<file path="src/rtl/spi_byte_sequencer.sv">
// Feeds the 8-bit SPI shift stage one byte at a time from a TX FIFO and
// collects each received byte into an RX FIFO, with a per-edge spi_ssn timeout.
module spi_byte_sequencer #(
    parameter int TX_DEPTH = 4,
    parameter int RX_DEPTH = 4,
    parameter int TIMEOUT  = 15
) (
    input  logic       clock_in,
    input  logic       reset,
    input  logic [7:0] tx_data,
    input  logic       tx_valid,
    output logic       tx_ready,
    output logic [7:0] rx_data,
    output logic       rx_valid,
    input  logic       rx_ready,
    output logic       spi_load,
    output logic [7:0] spi_datain,
    output logic       spi_unload,
    input  logic [7:0] spi_dataout,
    input  logic       spi_ssn,
    output logic       busy,
    output logic       timeout_err,
    input  logic       clear_err
);

    localparam int TXAW = $clog2(TX_DEPTH);
    localparam int RXAW = $clog2(RX_DEPTH);
    localparam logic [TXAW:0] TX_FULL   = (TXAW+1)'(TX_DEPTH);
    localparam logic [RXAW:0] RX_FULL   = (RXAW+1)'(RX_DEPTH);
    localparam logic [3:0]    WAIT_LAST = 4'(TIMEOUT - 1);

    typedef enum logic [2:0] {IDLE, LOAD, WAIT_LOW, WAIT_HIGH, UNLOAD} state_t;

    state_t          state_q, state_d;
    logic [TXAW-1:0] tx_wr_q, tx_wr_d, tx_rd_q, tx_rd_d;
    logic [TXAW:0]   tx_cnt_q, tx_cnt_d;
    logic [RXAW-1:0] rx_wr_q, rx_wr_d, rx_rd_q, rx_rd_d;
    logic [RXAW:0]   rx_cnt_q, rx_cnt_d;
    logic [7:0]      tx_mem_q [TX_DEPTH];
    logic [7:0]      rx_mem_q [RX_DEPTH];
    logic [3:0]      wait_cnt_q, wait_cnt_d;
    logic            spi_load_q, spi_load_d;
    logic            spi_unload_q, spi_unload_d;
    logic [7:0]      spi_datain_q, spi_datain_d;
    logic            timeout_err_q, timeout_err_d;
    logic            err_set;
    logic            tx_push, tx_pop, rx_push, rx_pop;

    assign tx_ready    = (tx_cnt_q != TX_FULL);
    assign rx_valid    = (rx_cnt_q != '0);
    assign rx_data     = rx_valid ? rx_mem_q[rx_rd_q] : 8'h00;
    assign tx_push     = tx_valid && tx_ready;
    assign tx_pop      = (state_q == LOAD);
    assign rx_push     = (state_q == UNLOAD);
    assign rx_pop      = rx_valid && rx_ready;
    assign spi_load    = spi_load_q;
    assign spi_unload  = spi_unload_q;
    assign spi_datain  = spi_datain_q;
    assign busy        = (state_q != IDLE);
    assign timeout_err = timeout_err_q;

    always_comb begin
        tx_wr_d  = tx_wr_q;
        tx_rd_d  = tx_rd_q;
        tx_cnt_d = tx_cnt_q;
        rx_wr_d  = rx_wr_q;
        rx_rd_d  = rx_rd_q;
        rx_cnt_d = rx_cnt_q;
        if (tx_push) begin
            tx_wr_d  = tx_wr_q + 1'b1;
            tx_cnt_d = tx_cnt_d + 1'b1;
        end
        if (tx_pop) begin
            tx_rd_d  = tx_rd_q + 1'b1;
            tx_cnt_d = tx_cnt_d - 1'b1;
        end
        if (rx_push) begin
            rx_wr_d  = rx_wr_q + 1'b1;
            rx_cnt_d = rx_cnt_d + 1'b1;
        end
        if (rx_pop) begin
            rx_rd_d  = rx_rd_q + 1'b1;
            rx_cnt_d = rx_cnt_d - 1'b1;
        end
    end

    // Only one byte is ever in flight, so checking RX space before LOAD
    // guarantees the capture slot.
    always_comb begin
        state_d      = state_q;
        wait_cnt_d   = '0;
        err_set      = 1'b0;
        spi_load_d   = 1'b0;
        spi_unload_d = 1'b0;
        spi_datain_d = spi_datain_q;
        case (state_q)
            IDLE: begin
                if (tx_cnt_q != '0 && rx_cnt_q != RX_FULL) state_d = LOAD;
            end
            LOAD: state_d = WAIT_LOW;
            WAIT_LOW: begin
                if (!spi_ssn) begin
                    state_d = WAIT_HIGH;
                end else if (wait_cnt_q == WAIT_LAST) begin
                    err_set = 1'b1;
                    state_d = IDLE;
                end else begin
                    wait_cnt_d = wait_cnt_q + 1'b1;
                end
            end
            WAIT_HIGH: begin
                if (spi_ssn) begin
                    state_d = UNLOAD;
                end else if (wait_cnt_q == WAIT_LAST) begin
                    err_set = 1'b1;
                    state_d = IDLE;
                end else begin
                    wait_cnt_d = wait_cnt_q + 1'b1;
                end
            end
            UNLOAD: begin
                if (tx_cnt_q != '0 && rx_cnt_d != RX_FULL) state_d = LOAD;
                else state_d = IDLE;
            end
            default: state_d = IDLE;
        endcase
        // Strobes are decoded from the next state so they leave a flop.
        if (state_d == LOAD) begin
            spi_load_d   = 1'b1;
            spi_datain_d = tx_mem_q[tx_rd_q];
        end
        if (state_d == UNLOAD) spi_unload_d = 1'b1;
        if (err_set) timeout_err_d = 1'b1;
        else if (clear_err) timeout_err_d = 1'b0;
        else timeout_err_d = timeout_err_q;
    end

    always_ff @(posedge clock_in) begin
        if (!reset) begin
            state_q       <= IDLE;
            tx_wr_q       <= '0;
            tx_rd_q       <= '0;
            tx_cnt_q      <= '0;
            rx_wr_q       <= '0;
            rx_rd_q       <= '0;
            rx_cnt_q      <= '0;
            wait_cnt_q    <= '0;
            spi_load_q    <= 1'b0;
            spi_unload_q  <= 1'b0;
            spi_datain_q  <= 8'h00;
            timeout_err_q <= 1'b0;
        end else begin
            state_q       <= state_d;
            tx_wr_q       <= tx_wr_d;
            tx_rd_q       <= tx_rd_d;
            tx_cnt_q      <= tx_cnt_d;
            rx_wr_q       <= rx_wr_d;
            rx_rd_q       <= rx_rd_d;
            rx_cnt_q      <= rx_cnt_d;
            wait_cnt_q    <= wait_cnt_d;
            spi_load_q    <= spi_load_d;
            spi_unload_q  <= spi_unload_d;
            spi_datain_q  <= spi_datain_d;
            timeout_err_q <= timeout_err_d;
        end
    end

    always_ff @(posedge clock_in) begin
        if (tx_push) tx_mem_q[tx_wr_q] <= tx_data;
        if (rx_push) rx_mem_q[rx_wr_q] <= spi_dataout;
    end

endmodule

</file>
<file path="config.mk">
export PLATFORM = sky130hd
export DESIGN_NAME = spi_byte_sequencer
export DESIGN_NICKNAME = d
export VERILOG_FILES = /design/src/rtl/spi_byte_sequencer.sv
export SDC_FILE = /design/constraint.sdc
export NUM_CORES = 1
export LEC_CHECK = 0
export ABC_AREA = 1
export BUFFER_PORTS_ARGS = -buffer_cell sky130_fd_sc_hd__buf_2
export CORE_UTILIZATION = 25
export CTS_CLUSTER_SIZE = 20
export DETAILED_ROUTE_END_ITERATION = 8
export HOLD_SLACK_MARGIN = 0.03
export SLEW_MARGIN = 20
export SYNTH_ARGS = -nofsm -noshare
export SYNTH_HDL_FRONTEND = slang
export SYNTH_SLANG_ARGS = --single-unit
</file>
<file path="constraint.sdc">
create_clock -name clock_in -period 6.1 [get_ports clock_in]
set_input_delay 1.22 -clock clock_in [delete_from_list [all_inputs] [get_ports clock_in]]
set_output_delay 1.22 -clock clock_in [all_outputs]
set_load 0.1 [all_outputs]
</file>
Word-level counts from Yosys, hierarchy flattened
Memories as Yosys holds them, arrays and structs flattened. A register that Yosys moved wholly into a read port is not among the register bits.
Index checks and enable logic that the tools add are counted.

word-level totals
  latch bits = 0
  logic and storage cells = 71
  register bits after elaboration = 24
  bits in read-only memories = 0
  bits in writable memories = 64
  memories kept = 2
  input bits = 22

memory list
  name      depth  bits a word  read ports  clocked after Yosys merged registers in  write ports  RTL line  RTL
  rx_mem_q  4      8            1           1                                        1            40        logic [7:0] rx_mem_q [RX_DEPTH];
  tx_mem_q  4      8            1           1                                        1            39        logic [7:0] tx_mem_q [TX_DEPTH];

cells by class
  muxes and demuxes = 29
  equality and inequality tests = 10
  multiply operators = 0
  $add $sub $neg = 9
  bitwise gates (word level) = 0
  reductions and logical operators = 10
  divide/modulo/power cells = 0
  shift operators = 0
  magnitude comparators = 0

operators with widths
  kind                                                                    count
  3-bit two-way mux                                                       8
  3-bit one-hot mux with 5 select lines                                   1
  1-bit two-way mux                                                       12
  4-bit two-way mux                                                       3
  3-bit inequality test (second input constant)                           3
  3-bit nonzero test                                                      3
  2-bit by 1-bit adder with 2-bit output (second input constant)          4
  8-bit two-way mux                                                       1
  4-bit one-hot mux with 2 select lines                                   1
  3-bit by 1-bit adder with 3-bit output (second input constant)          2
  3-bit by 1-bit equality test with 1-bit output (second input constant)  2
  3-bit by 2-bit equality test with 1-bit output (second input constant)  2
  3-bit equality test (second input constant)                             2
  3-bit by 1-bit subtractor with 3-bit output (second input constant)     2
  4-bit by 1-bit adder with 4-bit output (second input constant)          1
  4-bit equality test (second input constant)                             1
  1-bit logical AND                                                       4
  2-bit two-way mux                                                       2
  3-bit logical NOT                                                       1
  1-bit one-hot mux with 2 select lines                                   1
  2-bit nonzero test                                                      1
  1-bit logical NOT                                                       1

Longest topological paths before layout
  depth in word-level cells = 10
  depth in mapped cells = 17
  gate-level depth less buffers = 16

Least setup slack after synthesis
OpenSTA, ideal clock, no wires.

  path type = flip-flop to output port
  from = register (tool-made name)
  to = output port rx_data[5]
  required time = 4.880 ns
  path slack = 2.363 ns
  arrival time = 2.517 ns
  cell stages (with the launch flop) = 7
  path through = dfxtp_1 > clkbuf_1 > clkbuf_1 > nor2_1 > nor2_1 > o21ai_0 > a21oi_1

RTL lines
  what           RTL line  RTL
  end, declared  13        output logic [7:0] rx_data,

Final worst setup path
  from = register rx_cnt_q[0]
  to = output port rx_data[3]

on the way
  longest elaborated chain between the ends = 2

RTL lines
  what                    RTL line  RTL
  start, declared         38        logic [RXAW:0] rx_cnt_q, rx_cnt_d;
  start signal, assigned  159       rx_cnt_q <= rx_cnt_d;
  3-bit nonzero test      50        assign rx_valid = (rx_cnt_q != '0);
  8-bit two-way mux       51        assign rx_data = rx_valid ? rx_mem_q[rx_rd_q] : 8'h00;

Every way passes these cells.

==> run metrics <==
dpl hpwl between 6 and 7 mm; slowest stage delay, CP 500 ps; TritonRoute pass-1 iters 4; Clk pwr share 0.206; met2 Resource Use GR 0.189; Placed Cells around 670; grt ovf 0; fin crit share 0.527; P_leak between 1.5 and 2 nW; Net count, final 494; Register Area 2600 um^2; Max-Cap Viols 0; first-pass GRT wire length approximately 14 mm; Avg Inst Size Synth between 10 and 15 um^2; # DRC 0; Placer Congestion about 0.79; Gate power share 0.442; M3 GR Usage 0.0277; GR peak layer met2; clock slew at reported path FFs about 70 ps; CP cell instances inv_1, ha_1, inv_1, nor2_1, a21oi_1, buf_2; FF-to-FF path depth 16; pwr dens between 400 and 500 nW/um^2; flop2flop setup slack 3780 ps; Core Region around 17000 um^2; synth top area cells edfxtp_1, dfxtp_1, nor2_1, o21ai_0, ha_1; CTS tree done; r2r endpoint spi_datain[6]$_SDFFE_PN0N_; total power ~2.4 mW; I/O pin count 44; FF-to-FF Start rx_cnt_q[0]$_SDFF_PN0_; Longest Clk Path Bufs 2; synthesized flop and latch total 98; initial antenna violation count 0; Slowest-stage cell, CP nor2_1; Rel. slew slack 0.421; layout cells sized above 1 0.163; Num CTS Buffers 9; PnR worst setup slack between 2000 and 3000 ps; synthesized instance count around 420; vias in the first global route around 3000; synth unique cells 31; DR vias roughly 2900; Die H roughly 130 um; Synth area leader edfxtp_1; GRT Total Usage 0.103; delay-heaviest family, CP simple AND/OR/NAND/NOR gates; input/output buffers between 40 and 50; Clock Sinks 98; # Post-CTS Setup Buffers 0; Ant. Diodes 0; worst skew pair latency between 300 and 400 ps; row count between 40 and 50; crit end category primary output; post_cts resized 0; Cell Area, Synth between 4000 and 5000 um^2; WHS Path Cells 2; DR iter-0 viols about 180; syn_nets ~450; register area share after synthesis 0.617; pin count of the biggest net entering global routing 20; design internal power 1.28 mW; Initial Util 0.255; Worst EP required 4880 ps; Fillers approximately 1700; Die Wd roughly 130 um; multi-input combinational cell area approximately 1400 um^2; Net Sw Frac 0.470; DR vias/cell roughly 4.2; Routed WL per cell 12.4 um; Max Slew Vio Count 0; clk root buf clkbuf_16; die area roughly 17000 um^2; post-route insts no fill approximately 680; setup_tns 0 ps; fin crit period about 3200 ps; hold-fix buffer count after cts 0; GRT met1 Usage 0.116; status finished clean; buffers plus inverters on the worst setup path 3; Synthesis Warnings 0; worst hold slack 473 ps; RSZ-0062 raised after global routing no; CTS H-Tree Depth 3; Hold Path Sink timeout_err$_SDFFE_PN0P_; synth-to-layout area growth 16.2%; worst slew pin tran between 800 and 900 ps; worst hold path class register to register; final wirelength ~8.4 mm; final hold violations 0; Final setup viols 0; Hold Path Origin timeout_err$_SDFFE_PN0P_; Place WS between 3000 and 4000 ps; Startpoint Class register; Max VDD drop approximately 0.00024 V; CP Data Arrival Time ~2000 ps; Worst Path Class, Setup register to primary output; worst clock skew roughly 11 ps; Antenna Nets Post-Route 0; NetSw between 1 and 1.5 mW; most frequent CP cell inv_1; CP max FO 8; sequential share of power 0.352; maximum clock rate approximately 310 MHz; top-area cell type share of the netlist area 0.455
state kept, by name (all words and copies together) (netlist names), named ones only:
register / cells
tx_cnt_q: 3
tx_rd_q: 2
rx_rd_q: 2
spi_unload: 1
spi_datain: 8
state_q: 3
wait_cnt_q: 4
timeout_err: 1
tx_wr_q: 2
spi_load: 1
tx_mem_q: 32
rx_cnt_q: 3
rx_mem_q: 32
rx_wr_q: 2
kinds of logic after synthesis:
| family | Yosys count | share of synthesized area |
|---|---|---|
| AOI/OAI and AO/OA | 78 | 0.0996 |
| xor gates and xnor gates | 6 | 0.0125 |
| adders and majority gates | 16 | 0.0474 |
| buffers and inverters | 59 | 0.0578 |
| DFF | 98 | 0.617 |
| and+or+nand+nor | 158 | 0.166 |
power groups by stage:
stage	Clock [mW]	Combinational, mW	Sequential (mW)
finish	0.499	1.07	0.851
global route	0.538	1.16	0.864
CTS	0.513	1.08	0.852
detailed placement	0	1.07	0.866
global placement	0	1.05	0.861
floorplan	0	0.802	0.961
worst reg2reg max path, delay by kind of cell (launching register included):
family | cells | cell delay [ps]
and+or+nand+nor | 10 | 960
adders and majority gates | 2 | 430
buffers and inverters | 3 | 200
DFF | 1 | 420
AOI/OAI and AO/OA | 1 | 210
stage by stage:
| step | cell area (um^2) | utilization |
|---|---|---|
| 3_3_place_gp | 4640 | 0.281 |
| 4_1_cts | 4900 | 0.297 |
| 2_1_floorplan | 4220 | - |
| 5_1_grt | 4900 | 0.297 |
| 3_5_place_dp | 4640 | 0.281 |
| 6_report | 4900 | 0.297 |
final cells by class:
cell class                 instances  share of cell area
multi-input combinational        258               0.280
inverter                          46              0.0352
clock buffer                      11              0.0475
sequential                        98               0.531
timing repair buffer              43              0.0439
clock inverter                     5             0.00638
tap                              220              0.0561
worst max-delay path by stage:
stage | end | cells after the start | slack (ps) | from
2_1_floorplan | rx_data[5] | 6 | 2360 | register
3_3_place_gp | rx_data[3] | 6 | 3280 | rx_cnt_q[0]$_SDFF_PN0_
3_5_place_dp | rx_data[3] | 6 | 3210 | rx_cnt_q[0]$_SDFF_PN0_
4_1_cts | rx_data[3] | 6 | 2840 | rx_cnt_q[0]$_SDFF_PN0_
5_1_grt | rx_data[4] | 4 | 2630 | register
6_report | rx_data[3] | 6 | 2880 | rx_cnt_q[0]$_SDFF_PN0_
cell usage after synthesis:
cell type,count
nor2_2,1
nand3b_1,3
edfxtp_1,64
buf_4,1
buf_6,1
a21oi_2,1
nand4_1,1
inv_2,3
nand2_1,39
nand2_2,3
nand3_1,13
o21ai_4,1
a21oi_1,24
nor3_1,2
xnor2_1,1
dfxtp_1,34
nor2_4,1
nor3_2,1
ha_1,16
nor2_1,86
inv_1,43
buf_8,1
nand2_4,4
clkbuf_1,10
o211ai_1,1
o22ai_1,8
nand3_2,3
o21ai_0,42
xor2_1,5
and2_1,1
a21o_1,1
metal layers:
metal,part of all wire,vias to the layer above,wire length (um)
met4,0.014,0,114
met1,0.43,1335,3630
li1,-,1464,-
met2,0.51,53,4340
met5,0,-,0
met3,0.041,9,346
cells in the final DEF (no fill, tap or decap):
master | Yosys | final
and2_1 | 1 | 1
clkbuf_1 | 10 | 2
buf_2 | 0 | 43
a21o_1 | 1 | 1
nand3_2 | 3 | 3
nand2_4 | 4 | 4
nand4_1 | 1 | 1
nor3_2 | 1 | 1
o21ai_0 | 42 | 42
clkinv_4 | 0 | 1
a21oi_1 | 24 | 24
xnor2_1 | 1 | 1
nor2_2 | 1 | 1
clkinvlp_4 | 0 | 1
clkbuf_16 | 0 | 9
ha_1 | 16 | 16
nand3_1 | 13 | 13
nor3_1 | 2 | 2
xor2_1 | 5 | 5
edfxtp_1 | 64 | 64
a21oi_2 | 1 | 1
clkinv_2 | 0 | 2
clkinvlp_2 | 0 | 1
o21ai_4 | 1 | 1
nor2_4 | 1 | 1
nand2_2 | 3 | 3
nand3b_1 | 3 | 3
dfxtp_1 | 34 | 34
inv_2 | 3 | 3
nand2_1 | 39 | 39
o211ai_1 | 1 | 1
inv_1 | 43 | 43
o22ai_1 | 8 | 8
nor2_1 | 86 | 86
(Power assumes the default switching activity.)
